## src/rtl/core_status.sv

```systemverilog
// rtl/core_status.sv - 6502 processor status register with interrupt poll front end
// Holds C,Z,I,D,V,N, builds the push image and latches NMI/IRQ at instruction boundaries.

module core_status (
    input  logic       I_clock,
    input  logic       I_reset,
    input  logic       I_ready,
    input  logic       I_alu_we,
    input  logic       I_alu_carry,
    input  logic       I_alu_overflow,
    input  logic       I_alu_sign,
    input  logic       I_alu_zero,
    input  logic       I_pull,
    input  logic [7:0] I_data,
    input  logic       I_flag_op_en,
    input  logic [2:0] I_flag_op,
    input  logic       I_int_enter,
    input  logic       I_brk,
    input  logic       I_irq_n,
    input  logic       I_nmi_n,
    input  logic       I_poll,
    input  logic       I_nmi_ack,
    output logic       O_carry,
    output logic       O_overflow,
    output logic       O_sign,
    output logic       O_zero,
    output logic       O_decimal,
    output logic       O_irq_disable,
    output logic [7:0] O_p,
    output logic       O_int_pending,
    output logic       O_int_nmi
);

    localparam logic [2:0] OP_CLC = 3'd0;
    localparam logic [2:0] OP_SEC = 3'd1;
    localparam logic [2:0] OP_CLI = 3'd2;
    localparam logic [2:0] OP_SEI = 3'd3;
    localparam logic [2:0] OP_CLV = 3'd4;
    localparam logic [2:0] OP_CLD = 3'd5;
    localparam logic [2:0] OP_SED = 3'd6;

    logic c_q, z_q, i_q, d_q, v_q, n_q;
    logic c_d, z_d, i_d, d_d, v_d, n_d;
    logic nmi_prev_q, nmi_pending_q, nmi_lat_q, irq_lat_q;
    logic nmi_pending_d, nmi_lat_d, irq_lat_d;
    logic op_clc, op_sec, op_cli, op_sei, op_clv, op_cld, op_sed;
    logic nmi_edge, poll_now;

    assign op_clc = I_flag_op_en && (I_flag_op == OP_CLC);
    assign op_sec = I_flag_op_en && (I_flag_op == OP_SEC);
    assign op_cli = I_flag_op_en && (I_flag_op == OP_CLI);
    assign op_sei = I_flag_op_en && (I_flag_op == OP_SEI);
    assign op_clv = I_flag_op_en && (I_flag_op == OP_CLV);
    assign op_cld = I_flag_op_en && (I_flag_op == OP_CLD);
    assign op_sed = I_flag_op_en && (I_flag_op == OP_SED);

    assign nmi_edge = nmi_prev_q && !I_nmi_n;
    assign poll_now = I_ready && I_poll;

    // Per-bit priority chains; each bit holds unless one of its own sources fires.
    always_comb begin
        c_d = c_q;
        z_d = z_q;
        i_d = i_q;
        d_d = d_q;
        v_d = v_q;
        n_d = n_q;
        if (I_ready) begin
            if (I_int_enter)  i_d = 1'b1;
            else if (I_pull)  i_d = I_data[2];
            else if (op_cli)  i_d = 1'b0;
            else if (op_sei)  i_d = 1'b1;

            if (I_pull)        c_d = I_data[0];
            else if (I_alu_we) c_d = I_alu_carry;
            else if (op_clc)   c_d = 1'b0;
            else if (op_sec)   c_d = 1'b1;

            if (I_pull)        z_d = I_data[1];
            else if (I_alu_we) z_d = I_alu_zero;

            if (I_pull)        v_d = I_data[6];
            else if (I_alu_we) v_d = I_alu_overflow;
            else if (op_clv)   v_d = 1'b0;

            if (I_pull)        n_d = I_data[7];
            else if (I_alu_we) n_d = I_alu_sign;

            if (I_pull)        d_d = I_data[3];
            else if (op_cld)   d_d = 1'b0;
            else if (op_sed)   d_d = 1'b1;
        end
    end

    // IRQ uses the pre-update I so CLI/SEI/PLP only take effect at the following poll.
    always_comb begin
        nmi_pending_d = nmi_pending_q;
        nmi_lat_d     = nmi_lat_q;
        irq_lat_d     = irq_lat_q;
        if (nmi_edge)
            nmi_pending_d = 1'b1;
        else if (I_ready && I_nmi_ack)
            nmi_pending_d = 1'b0;
        if (poll_now) begin
            nmi_lat_d = nmi_pending_q;
            irq_lat_d = !I_irq_n && !i_q;
        end else if (I_ready && I_int_enter) begin
            nmi_lat_d = 1'b0;
            irq_lat_d = 1'b0;
        end
    end

    always_ff @(posedge I_clock) begin
        if (I_reset) begin
            c_q           <= 1'b0;
            z_q           <= 1'b0;
            i_q           <= 1'b1;
            d_q           <= 1'b0;
            v_q           <= 1'b0;
            n_q           <= 1'b0;
            nmi_prev_q    <= 1'b1;
            nmi_pending_q <= 1'b0;
            nmi_lat_q     <= 1'b0;
            irq_lat_q     <= 1'b0;
        end else begin
            c_q           <= c_d;
            z_q           <= z_d;
            i_q           <= i_d;
            d_q           <= d_d;
            v_q           <= v_d;
            n_q           <= n_d;
            nmi_prev_q    <= I_nmi_n;
            nmi_pending_q <= nmi_pending_d;
            nmi_lat_q     <= nmi_lat_d;
            irq_lat_q     <= irq_lat_d;
        end
    end

    assign O_carry       = c_q;
    assign O_overflow    = v_q;
    assign O_sign        = n_q;
    assign O_zero        = z_q;
    assign O_decimal     = d_q;
    assign O_irq_disable = i_q;
    assign O_p           = {n_q, v_q, 1'b1, I_brk, d_q, i_q, z_q, c_q};
    assign O_int_pending = nmi_lat_q || irq_lat_q;
    assign O_int_nmi     = nmi_lat_q;

endmodule

```

## config.mk

```make
export PLATFORM = sky130hd
export DESIGN_NAME = core_status
export DESIGN_NICKNAME = d
export VERILOG_FILES = /design/src/rtl/core_status.sv
export SDC_FILE = /design/constraint.sdc
export NUM_CORES = 1
export LEC_CHECK = 0
export CAP_MARGIN = 30
export CORE_ASPECT_RATIO = 1.2
export CORE_MARGIN = 1
export CORE_UTILIZATION = 36
export CTS_CLUSTER_DIAMETER = 30
export DETAILED_ROUTE_END_ITERATION = 10
export GPL_ROUTABILITY_DRIVEN = 0
export PLACE_DENSITY = 0.78
export SETUP_SLACK_MARGIN = 0.3
export SLEW_MARGIN = 20
export SYNTH_ARGS = -nofsm -noshare
export SYNTH_HDL_FRONTEND = slang
export SYNTH_SLANG_ARGS = --single-unit
export TNS_END_PERCENT = 10
```

## constraint.sdc

```tcl
create_clock -name I_clock -period 3.35 [get_ports I_clock]
set_input_delay 0.8375 -clock I_clock [delete_from_list [all_inputs] [get_ports I_clock]]
set_output_delay 0.8375 -clock I_clock [all_outputs]
set_load 0.01 [all_outputs]
```

==> impl_results.md <==
* RSZ-0062 raised after global routing: false
* Total global routing overflow at 0
* Outcome: finished, final reports clean
* Final wirelength at 1580 um
* Number of diodes at 0
* Power Density at 347 nW/um2
* Post-synth ARST share at 0%
* Minimum period implied by the final worst setup slack at 2.20 ns
* Number of resized instances in the post-cts repair step at 0
* Cells taking the most area after synthesis: sky130_fd_sc_hd__dfxtp_1 33%, sky130_fd_sc_hd__buf_4 12%, sky130_fd_sc_hd__nand2_1 4.3%, sky130_fd_sc_hd__nor2_1 4.3%, sky130_fd_sc_hd__a211oi_1 3.7%
* Num CTS Buffers at 3
* Worst EP arrival at 2.37 ns
* Count of antenna-violating nets left after detailed routing at 0
* Part of the total power dissipated in the clock network at 33.3%
* Clock slew at reported path FFs at 0.07 ns
* Simple logic cell fraction of the synthesized area at 28.0%
* Worst Tran Pin Value at 0.497 ns
* Post-synthesis xor/xnor area fraction at 0%
* Area of all placed cells without fillers at 966 um2
* Die height at 47.3 um
* Clock tree sinks at 10
* Count of distinct cell types in the synthesized netlist at 31
* IO Count at 43
* Dpl hpwl at 1140 um
* Portion of synthesized cell area occupied by the leading cell type at 32.5%
* Cell area reported after detailed placement at 930 um2
* Count of endpoints failing setup in the final report at 0
* Classification of the worst setup path: in2reg
* CTS Hold Bufs at 0
* Number of synthesized flops with an enable pin at 0
* Worst Setup End Kind: register
* Internal power at 0.250 mW
* Startpoint kind of the worst setup timing path: input pin
* Routed vias/inst at 5.19
* Storage cell area at 200 um2
* Total nets after synthesis at 100
* Highest fanout seen on the critical path at 14
* Combinational family with the most area after synthesis: simple AND/OR/NAND/NOR gates
* Area growth from synthesis to final layout at 56.9%
* Cell taking the most area after synthesis: sky130_fd_sc_hd__dfxtp_1
* Fraction of layout cells with a size suffix above 1 at 8.74%
* Count of placed standard cells in the final layout, fillers left out at 121
* Accumulated negative setup slack at 0 ns
* DRC violations left at 0
* Worst hold path type: reg2reg
* Share of total power in sequential cells at 39.3%
* Number of synthesized register bits at 10
* DR iter-0 viols at 10
* Post-Syn Instances at 73
* Number of warnings reported in the yosys synthesis log at 0
* Required time worst endpoint at 3.51 ns
* Portion of the clock cycle consumed by the worst path in the final layout at 65.8%
* CTS max path bufs at 2
* Net Sw Power at 0.0851 mW
* GRT Total Usage at 17.4%
* Die outline area at 1880 um2
* Vias in the first global route at 527
* Maximum ir drop on the vdd rail at 291 uV
* # rows at 16
* Die width at 39.8 um
* Max-cap violations at 0
* Source-to-sink clock delay at the later pin of the worst-skew pair at 0.27 ns
* Fill cells at 162
* Final Hold Viols at 0
* Initial antenna violation count at 0
* Clock root buffer: sky130_fd_sc_hd__clkbuf_4
* Instance count after placement with tap cells included at 117
* Core area at 1620 um2
* Ys flop type: sky130_fd_sc_hd__dfxtp_1
* Max frequency at 0.454 GHz
* PortBufs at 37
* Combinational fraction of design power at 27.5%
* Mux cell area share after synthesis at 5.08%
* Post-CTS Setup Bufs at 0
* Wire length of the first global-routing pass at 2150 um
* Static Leakage at 0.372 nW
* Fin Hold WS at 0.487 ns
* Fraction of the yosys area taken by sequential cells at 32.5%
* Final Max Slew Viols at 0
* Final Net Count at 131
* Pin count of the biggest net entering global routing at 15
* Share of the synthesized area in compound gates (AO/OA/AOI/OAI) at 20.3%
* Final setup skew at 0.0000825 ns
* CTS tree: done
* Count of TritonRoute iterations in the first routing pass at 4
* Vias post-DR at 628
* WL per Instance at 13.0 um
* Rel. slew slack at 66.7%
* Synthesized-area fraction occupied by adder cells at 0%
* Post-layout util at 59.6%
* Area used by multi-input combinational logic at 333 um2
* Mean instance size in the synthesized netlist at 8.43 um2
* H-tree level count at 1
* Switching Fraction at 25.4%
* Cell area after synthesis at 616 um2
* Initial Utilization at 38.0%
-- final cells by class --
class / count / share of cell area [%]
Clock buffer: 4 / 3.76
Timing Repair Buffer: 37 / 38.3
Sequential cell: 10 / 20.7
Multi-Input combinational cell: 51 / 34.5
Tap cell: 18 / 2.33
Inverter: 1 / 0.389
-- registers in the layout, indices dropped and copies added (netlist names) --
register,cells
O_sign,1
O_overflow,1
O_decimal,1
O_int_nmi,1
O_irq_disable,1
nmi_prev_q,1
O_carry,1
O_zero,1
irq_lat_q,1
nmi_pending_q,1
-- per-layer routing --
metal | track usage [%] | vias to the layer above | routed length (um)
met4 | 8.28 | 0 | 0
met5 | 0 | - | 0
met1 | 18.9 | 293 | 658
li1 | - | 312 | -
met3 | 6.16 | 0 | 92
met2 | 29.5 | 23 | 824
-- power by group through the flow --
stage	sequential (mW)	combinational, mW	clock, mW
2_1_floorplan	0.136	0.0421	0
3_3_place_gp	0.134	0.0905	0
3_5_place_dp	0.134	0.0917	0
4_1_cts	0.132	0.0926	0.114
5_1_grt	0.133	0.0996	0.121
6_report	0.131	0.0920	0.111
-- critical path, stage by stage --
cell	delay, ns
sky130_fd_sc_hd__clkdlybuf4s50_1	0.78
sky130_fd_sc_hd__o21a_2	0.29
sky130_fd_sc_hd__o21bai_1	0.13
sky130_fd_sc_hd__mux2_1	0.33
-- per-stage QoR --
step / power, mW / worst slack [ns]
after floorplan: 0.178 / 1.56
after detailed placement: 0.226 / 0.852
after global routing: 0.353 / 1.11
final: 0.335 / 1.15
after CTS: 0.339 / 1.15
after global placement: 0.224 / 0.868
-- Yosys cell counts (2+ instances only) --
cell type / number
sky130_fd_sc_hd__a211oi_1: 3
sky130_fd_sc_hd__a21oi_1: 3
sky130_fd_sc_hd__a32oi_1: 2
sky130_fd_sc_hd__buf_4: 10
sky130_fd_sc_hd__dfxtp_1: 10
sky130_fd_sc_hd__mux2i_1: 2
sky130_fd_sc_hd__nand2_1: 7
sky130_fd_sc_hd__nand3b_1: 2
sky130_fd_sc_hd__nor2_1: 7
sky130_fd_sc_hd__nor2b_1: 2
sky130_fd_sc_hd__nor3_1: 2
sky130_fd_sc_hd__o21ai_1: 3
sky130_fd_sc_hd__or2_2: 2
-- placed cells by master, fill, tap and decap left out, types with 3 or more instances in the layout --
cell,n
sky130_fd_sc_hd__nand2_1,7
sky130_fd_sc_hd__a21oi_1,3
sky130_fd_sc_hd__nor2_1,7
sky130_fd_sc_hd__a211oi_1,3
sky130_fd_sc_hd__dfxtp_1,10
sky130_fd_sc_hd__o21ai_1,3
sky130_fd_sc_hd__clkbuf_4,3
sky130_fd_sc_hd__clkdlybuf4s50_1,37
-- worst paths after layout --
check | from | to | slack [ns] | depth (start not counted)
max reg2reg | O_irq_disable$_SDFFE_PP1P_ | O_irq_disable$_SDFFE_PP1P_ | 2.51 | 2
max | I_pull | O_overflow$_SDFFE_PP0P_ | 1.15 | 4
min | O_decimal$_SDFFE_PP0P_ | O_decimal$_SDFFE_PP0P_ | 0.49 | 2
min reg2reg | O_decimal$_SDFFE_PP0P_ | O_decimal$_SDFFE_PP0P_ | 0.49 | 2
-- cell families after synthesis --
kind of cell           Yosys count
AND/OR/NAND/NOR                 30
AO/OA/AOI/OAI                   17
buffers and inverters           12
flip-flops                      10
multiplexers                     3
other                            1
(Power assumes the default switching activity.)
